===== config.mk =====
export PLATFORM = sky130hd
export DESIGN_NAME = my_fifo_flat
export DESIGN_NICKNAME = d
export VERILOG_FILES = /design/src/rtl/my_fifo_if.sv /design/src/rtl/my_fifo.sv /design/src/flat_wrapper.sv
export SDC_FILE = /design/constraint.sdc
export NUM_CORES = 1
export LEC_CHECK = 0
export BUFFER_PORTS_ARGS = -buffer_cell sky130_fd_sc_hd__buf_2
export CAP_MARGIN = 30
export CORE_UTILIZATION = 58
export CTS_CLUSTER_DIAMETER = 200
export DETAILED_ROUTE_END_ITERATION = 6
export GPL_TIMING_DRIVEN = 0
export PLACE_DENSITY = 0.83
export SLEW_MARGIN = 15
export SYNTH_ARGS = -nofsm -noshare
export SYNTH_HDL_FRONTEND = slang
export SYNTH_SLANG_ARGS = --single-unit

===== constraint.sdc =====
create_clock -name s_axis_aclk -period 3.6 [get_ports s_axis_aclk]
set_clock_uncertainty 0.2 [all_clocks]
set_input_delay 0.72 -clock s_axis_aclk [delete_from_list [all_inputs] [get_ports s_axis_aclk]]
set_output_delay 0.72 -clock s_axis_aclk [all_outputs]
set_load 0.005 [all_outputs]

===== src/rtl/my_fifo_if.sv =====
// my_fifo_if: AXI-Stream write/read sides plus occupancy status of my_fifo (almost flags under MY_FIFO_ALMOST_FLAGS_EN).
interface my_fifo_if #(
  parameter int DATA_WIDTH = 16,
  parameter int CNT_WIDTH  = 32
);
  logic                  s_axis_tvalid;
  logic                  s_axis_tready;
  logic [DATA_WIDTH-1:0] s_axis_tdata;
  logic                  m_axis_tvalid;
  logic                  m_axis_tready;
  logic [DATA_WIDTH-1:0] m_axis_tdata;
  logic [CNT_WIDTH-1:0]  axis_data_count;
  logic [CNT_WIDTH-1:0]  axis_wr_data_count;
  logic [CNT_WIDTH-1:0]  axis_rd_data_count;
`ifdef MY_FIFO_ALMOST_FLAGS_EN
  logic                  almost_full;
  logic                  almost_empty;
  modport slave (
    input  s_axis_tvalid, s_axis_tdata, m_axis_tready,
    output s_axis_tready, m_axis_tvalid, m_axis_tdata,
    output axis_data_count, axis_wr_data_count, axis_rd_data_count,
    output almost_full, almost_empty
  );
  modport master (
    output s_axis_tvalid, s_axis_tdata, m_axis_tready,
    input  s_axis_tready, m_axis_tvalid, m_axis_tdata,
    input  axis_data_count, axis_wr_data_count, axis_rd_data_count,
    input  almost_full, almost_empty
  );
`else
  modport slave (
    input  s_axis_tvalid, s_axis_tdata, m_axis_tready,
    output s_axis_tready, m_axis_tvalid, m_axis_tdata,
    output axis_data_count, axis_wr_data_count, axis_rd_data_count
  );
  modport master (
    output s_axis_tvalid, s_axis_tdata, m_axis_tready,
    input  s_axis_tready, m_axis_tvalid, m_axis_tdata,
    input  axis_data_count, axis_wr_data_count, axis_rd_data_count
  );
`endif
endinterface


===== src/rtl/my_fifo.sv =====
// my_fifo: single-clock first-word-fall-through AXI-Stream FIFO; MY_FIFO_ALMOST_FLAGS_EN adds registered almost_full/almost_empty.
module my_fifo #(
  parameter int DATA_WIDTH = 16,
  parameter int DEPTH      = 16,
  parameter int CNT_WIDTH  = 32,
  parameter int AF_THRESH  = DEPTH - 2,
  parameter int AE_THRESH  = 2
) (
  input  logic      s_axis_aclk,
  input  logic      s_axis_areset,
  my_fifo_if.slave  axis
);
  localparam int AW = $clog2(DEPTH);
  logic [DATA_WIDTH-1:0] mem [DEPTH];
  logic [AW:0] wr_ptr, rd_ptr, cnt, wr_nxt, rd_nxt, cnt_nxt;
  logic rdy, vld, push, pop, full_nxt;
  assign push     = axis.s_axis_tvalid && rdy;
  assign pop      = vld && axis.m_axis_tready;
  assign wr_nxt   = wr_ptr + {{AW{1'b0}}, push};
  assign rd_nxt   = rd_ptr + {{AW{1'b0}}, pop};
  assign cnt_nxt  = cnt + {{AW{1'b0}}, push} - {{AW{1'b0}}, pop};
  assign full_nxt = (wr_nxt[AW] != rd_nxt[AW]) && (wr_nxt[AW-1:0] == rd_nxt[AW-1:0]);
  // ready and valid are registered from the post-update state so both change on the push/pop edge
  always_ff @(posedge s_axis_aclk) begin
    if (s_axis_areset) begin
      wr_ptr <= '0;
      rd_ptr <= '0;
      cnt    <= '0;
      rdy    <= 1'b0;
      vld    <= 1'b0;
    end else begin
      wr_ptr <= wr_nxt;
      rd_ptr <= rd_nxt;
      cnt    <= cnt_nxt;
      rdy    <= !full_nxt;
      vld    <= cnt_nxt != '0;
    end
  end
  always_ff @(posedge s_axis_aclk) begin
    if (push) mem[wr_ptr[AW-1:0]] <= axis.s_axis_tdata;
  end
  assign axis.s_axis_tready      = rdy;
  assign axis.m_axis_tvalid      = vld;
  assign axis.m_axis_tdata       = mem[rd_ptr[AW-1:0]];
  assign axis.axis_data_count    = CNT_WIDTH'(cnt);
  assign axis.axis_wr_data_count = CNT_WIDTH'(cnt);
  assign axis.axis_rd_data_count = CNT_WIDTH'(cnt);
`ifdef MY_FIFO_ALMOST_FLAGS_EN
  logic af, ae;
  always_ff @(posedge s_axis_aclk) begin
    if (s_axis_areset) begin
      af <= 1'b0;
      ae <= 1'b1;
    end else begin
      af <= 32'(cnt_nxt) >= AF_THRESH;
      ae <= 32'(cnt_nxt) <= AE_THRESH;
    end
  end
  assign axis.almost_full  = af;
  assign axis.almost_empty = ae;
`endif
endmodule


===== src/flat_wrapper.sv =====
// flat-port wrapper written by rule: the top's interface ports become plain ports
module my_fifo_flat 
#(
  parameter int DATA_WIDTH = 16,
  parameter int DEPTH      = 16,
  parameter int CNT_WIDTH  = 32,
  parameter int AF_THRESH  = DEPTH - 2,
  parameter int AE_THRESH  = 2
)
  (s_axis_aclk, s_axis_areset, axis_s_axis_tvalid, axis_s_axis_tdata, axis_m_axis_tready, axis_s_axis_tready, axis_m_axis_tvalid, axis_m_axis_tdata, axis_axis_data_count, axis_axis_wr_data_count, axis_axis_rd_data_count);
  my_fifo_if #(.DATA_WIDTH(DATA_WIDTH), .CNT_WIDTH(CNT_WIDTH)) axis_i ();
  input  logic s_axis_aclk;
  input  logic s_axis_areset;
  input wire logic [$bits(axis_i.s_axis_tvalid)-1:0] axis_s_axis_tvalid;
  input wire logic [$bits(axis_i.s_axis_tdata)-1:0] axis_s_axis_tdata;
  input wire logic [$bits(axis_i.m_axis_tready)-1:0] axis_m_axis_tready;
  output wire logic [$bits(axis_i.s_axis_tready)-1:0] axis_s_axis_tready;
  output wire logic [$bits(axis_i.m_axis_tvalid)-1:0] axis_m_axis_tvalid;
  output wire logic [$bits(axis_i.m_axis_tdata)-1:0] axis_m_axis_tdata;
  output wire logic [$bits(axis_i.axis_data_count)-1:0] axis_axis_data_count;
  output wire logic [$bits(axis_i.axis_wr_data_count)-1:0] axis_axis_wr_data_count;
  output wire logic [$bits(axis_i.axis_rd_data_count)-1:0] axis_axis_rd_data_count;
  assign axis_i.s_axis_tvalid = axis_s_axis_tvalid;
  assign axis_i.s_axis_tdata = axis_s_axis_tdata;
  assign axis_i.m_axis_tready = axis_m_axis_tready;
  assign axis_s_axis_tready = axis_i.s_axis_tready;
  assign axis_m_axis_tvalid = axis_i.m_axis_tvalid;
  assign axis_m_axis_tdata = axis_i.m_axis_tdata;
  assign axis_axis_data_count = axis_i.axis_data_count;
  assign axis_axis_wr_data_count = axis_i.axis_wr_data_count;
  assign axis_axis_rd_data_count = axis_i.axis_rd_data_count;
  my_fifo #(.DATA_WIDTH(DATA_WIDTH), .DEPTH(DEPTH), .CNT_WIDTH(CNT_WIDTH), .AF_THRESH(AF_THRESH), .AE_THRESH(AE_THRESH)) u_core (.s_axis_aclk(s_axis_aclk), .s_axis_areset(s_axis_areset), .axis(axis_i));
endmodule

# ---- Yosys cells after proc, flatten, opt, wreduce, memory -nomap -nowiden
# Memories as Yosys holds them, arrays and structs flattened. A register that Yosys moved wholly into a read port is not among the register bits.
# Index checks and enable logic that the tools add are counted.
dict set report totals {
  regBits 17
  mem_bits_rw 256
  word_cells 20
  n_memories 1
}
dict set report op_classes {
  n_addsub 4
  eq_ne 2
  n_mux 3
  n_reduce_logical 5
}
# name depth width rd rd_ports_with_merged_regs wr line
set mem_list {}
lappend mem_list {u_core.mem 16 16 1 1 1 my_fifo.sv:14} ;# logic [DATA_WIDTH-1:0] mem [DEPTH];
# cell n
set op_table {}
lappend op_table {{5-bit by 1-bit adder with 5-bit output} 3}
lappend op_table {{5-bit nonzero test} 1}
lappend op_table {{5-bit by 1-bit subtractor with 5-bit output} 1}
lappend op_table {{4-bit == test} 1}
lappend op_table {{4-bit two-way mux} 1}
lappend op_table {{1-bit logical AND} 3}
lappend op_table {{1-bit two-way mux} 2}
lappend op_table {{1-bit logical NOT} 1}
lappend op_table {{1-bit != test} 1}

# ---- Longest topological paths before layout
dict set report logic_depth {
  word_depth 5
  ltp_mapped 9
  ltp_nobuf 9
}

# ---- Worst setup path after synthesis
# Ideal clock, no wire load.
dict set report synth_timing {
  kind {input to register}
  startpoint {input axis_s_axis_tvalid}
  endpoint {memory u_core.mem[0][0], enable pin}
  arrival_time_ns 2.563
  slack_ns 0.428
  stages 4
  n_path_buf 1
  path_cell_list {and2_1 clkbuf_1 or3b_1 nor3_1}
}
dict set report synth_between {
  elab_chain_len 3
}
# item line
set synth_rtl {}
lappend synth_rtl {{from (decl)} flat_wrapper.sv:14} ;# input wire logic [$bits(axis_i.s_axis_tvalid)-1:0] axis_s_axis_tvalid;
lappend synth_rtl {{1-bit logical AND} my_fifo.sv:17} ;# assign push = axis.s_axis_tvalid && rdy;
lappend synth_rtl {{1-bit two-way mux} my_fifo.sv:40} ;# if (push) mem[wr_ptr[AW-1:0]] <= axis.s_axis_tdata;
lappend synth_rtl {{1-bit two-way mux (implied by the code)} my_fifo.sv:40}
lappend synth_rtl {{to (decl)} my_fifo.sv:14}
# No other way between the ends.

==> impl_results.md <==
* Unrepaired setup endpoints after global routing: false
* CTS HTree Levels at 1
* Core footprint at 0.0195 mm^2
* Yosys cell types at 40
* Via count at 6,417
* DP Area at 0.0127 mm^2
* Internal Power at 5.51 mW
* WHS at 270 ps
* Row count at 51
* Seq/Total Area, Yosys at 0.697
* Mapped Area at 0.0115 mm^2
* Clock share of power at 0.353
* Dpl cells at 1,073
* Max cap viols at 0
* Ys async rst share at 0
* Final hold violation count at 0
* Most frequent cells in the layout: 256 x edfxtp_1, 101 x buf_4, 81 x conb_1
* Worst R2R Start: u_core.axis.s_axis_tready$_SDFF_PP0_
* First DRT Iteration DRCs at 697
* CP cell instances: buf_6 -> clkbuf_1 -> mux4_2 -> a22oi_1 -> nand2_1 -> buf_2
* Flop pwr share at 0.493
* Commonest non-fill, non-tap cell in the layout: edfxtp_1
* HP Start: s_axis_areset
* Cell type with the largest total area after synthesis: edfxtp_1
* Total Neg Setup Slack at 0 ps
* DIE AREA at 0.0204 mm^2
* Hold worst-path end: u_core.cnt[0]$_SDFF_PP0_
* Buffers added on ports at 52
* Hold buffers post-CTS at 0
* Reg2Reg Setup Slack at 1100 ps
* Post-synthesis cell count at 657
* Crit path largest cell delay at 640 ps
* Mean Syn Cell Area at 17.5 um^2
* Clock Tree Root: clkbuf_16
* Tcrit/Tclk final at 0.992
* Fraction of layout cells with a size suffix above 1 at 0.332
* Setup Viol. Count Final at 0
* VDD IR max at 0.000427 V
* Fin cells at 1,117
* DRC at 0
* Die X at 143 um
* Clock Path Buffers at 3
* Dpl ws at 612 ps
* Crit path DAT at 2650 ps
* HP Class: primary input to flip-flop
* Largest net degree at the start of global routing at 17
* Number of detailed-route iterations in the first pass at 5
* Num CTS Buffers at 26
* Highest clock rate at 280 MHz
* First-pass GRT wire length at 37.4 mm
* Final Max Slew Viols at 0
* Endpoint type of the worst setup path: output port
* Fillers at 1,201
* Crit-path max FO at 10
* Drt via density at 5.74
* Vias in the first global route at 6,284
* Power Total at 7.20 mW
* Die height at 143 um
* Remaining antenna violation count at 0
* Area contributors post-synth: edfxtp_1 67%, buf_4 6.5%, mux4_2 6.3%, mux2i_1 5.6%, dfxtp_1 3.0%
* Grt ovf at 0
* Final core utilization at 0.695
* P_leak at 4.94 nW
* Switching power at 1.69 mW
* Switching share of power at 0.235
* Min Tclk post-route at 3570 ps
* # IOs at 134
* Slowest cell on the critical path: clkbuf_1
* Final HPWL DP at 16.5 mm
* Seq cells post-synth at 273
* GPL Wtd Cong at 0.761
* Hold Path Stages at 2
* Post-CTS Setup Inserts at 0
* Top-area cell type share of the netlist area at 0.667
* Required @ worst endpoint at 2680 ps
* Reg clk slew, reported paths at 60 ps
* Worst setup margin at 27.8 ps
* Post-synth EDFFs at 256
* Top_reg_cell synth: edfxtp_1
* Gate power share at 0.154
* All-layer global routing usage at 0.259
* Antenna Cells at 0
* Slew margin rel. at 0.427
* Final #Nets at 864
* Status: complete, no violations
* Worst slew pin tran at 855 ps
* Worst setup SP type: flip-flop
* Clk sinks at 273
* Initial antenna violation count at 0
* TritonCTS clock tree: built
* Worst-Skew Late Latency at 520 ps
* WS Path Type: flip-flop to output port
* Initial Utilization at 0.592
* Pwr per Cell Area at 533 mW/mm^2
* DRT Wirelength at 25.9 mm
* Final instance area at 0.0135 mm^2
* Yosys warns at 0
* Area delta synth->final at 17.3%
* Routed length per instance at 23.2 um
* RR Endpoint: u_core.mem[4][14]$_DFFE_PP_
* Worst Reg-to-Reg Cells at 5
-- how the worst max path moves through the flow --
stage | startpoint | end | slack (ps)
4_1_cts | u_core.rd_ptr[3]$_SDFF_PP0_ | axis_m_axis_tdata[10] | 20
6_report | u_core.rd_ptr[1]$_SDFF_PP0_ | axis_m_axis_tdata[11] | 30
3_3_place_gp | axis_s_axis_tvalid | u_core.mem[0][6]$_DFFE_PP_ | -1020
3_5_place_dp | u_core.rd_ptr[1]$_SDFF_PP0_ | axis_m_axis_tdata[11] | 610
5_1_grt | u_core.rd_ptr[1]$_SDFF_PP0_ | axis_m_axis_tdata[1] | 6
2_1_floorplan | axis_s_axis_tvalid | u_core.mem[0][0]$_DFFE_PP_ | 430
-- cell families (layout without fill, tap and decap cells) --
family / Yosys count / in the layout / synth area share
simple gates: 68 / 68 / 0.0273
compound gates: 70 / 70 / 0.0530
other cells: 1 / 81 / 0.000325
mux: 96 / 96 / 0.118
xor+xnor: 16 / 16 / 0.0140
buf+inv: 125 / 240 / 0.0812
fa+ha+maj: 8 / 8 / 0.00934
flops: 273 / 273 / 0.697
-- synthesized netlist by cell type (2+ instances only) --
cell / instances
xor2_1: 9
a21oi_1: 2
a22oi_1: 16
buf_4: 99
a21o_1: 2
nand3_1: 4
xnor2_1: 5
nand2b_1: 2
o21ai_0: 16
nand3b_1: 2
mux2i_1: 64
dfxtp_1: 17
clkbuf_1: 6
buf_2: 6
a221oi_1: 18
nor2_1: 24
nand2_1: 20
nor3_1: 4
buf_8: 3
nor2b_1: 5
buf_6: 5
inv_1: 3
ha_1: 7
a221oi_2: 14
a41oi_1: 2
and2_1: 2
edfxtp_1: 256
mux4_2: 32
-- registers in the layout (all words and copies together), names as in the netlist --
signal,flops
u_core.axis.m_axis_tvalid,1
u_core.axis.s_axis_tready,1
u_core.cnt,5
u_core.mem,256
u_core.rd_ptr,5
u_core.wr_ptr,5
-- worst max-delay path: cells and delay by family (launching register included) --
kind,cells,cell delay (ps)
muxes,1,450
DFF,1,350
AOI/OAI and AO/OA,1,210
and+or+nand+nor,1,150
buffers and inverters,3,960
-- power groups by stage --
stage | combinational, mW | clock, mW | sequential [mW]
4_1_cts | 1.11 | 2.56 | 3.55
3_3_place_gp | 1.06 | 0 | 3.61
6_report | 1.11 | 2.54 | 3.55
2_1_floorplan | 0.774 | 0 | 3.61
5_1_grt | 1.20 | 2.68 | 3.56
3_5_place_dp | 1.09 | 0 | 3.62
-- what timing repair did --
| item | 4_1_cts | 5_1_grt |
|---|---|---|
| setup endpoints to repair | 1 | 5 |
| resized for setup | 1 | 3 |
| gates cloned | 0 | 0 |
-- final cells by class --
cell class | count | area, um^2 | share of cell area
Clock inverter | 8 | 68.8 | 0.00509
Sequential cell | 273 | 8030 | 0.594
Buffer | 121 | 928 | 0.0687
Tap cell | 265 | 332 | 0.0245
Clock buffer | 36 | 709 | 0.0525
Multi-Input combinational cell | 339 | 2910 | 0.215
Timing Repair Buffer | 71 | 526 | 0.0389
Inverter | 4 | 18.8 | 0.00139
-- routing by layer --
layer | wire (um) | GRT usage
met2 | 12500 | 0.423
met3 | 2560 | 0.0449
met5 | 0 | 0
met1 | 9600 | 0.330
met4 | 1280 | 0.149
Note: power is estimated with default switching activity, not from simulation.
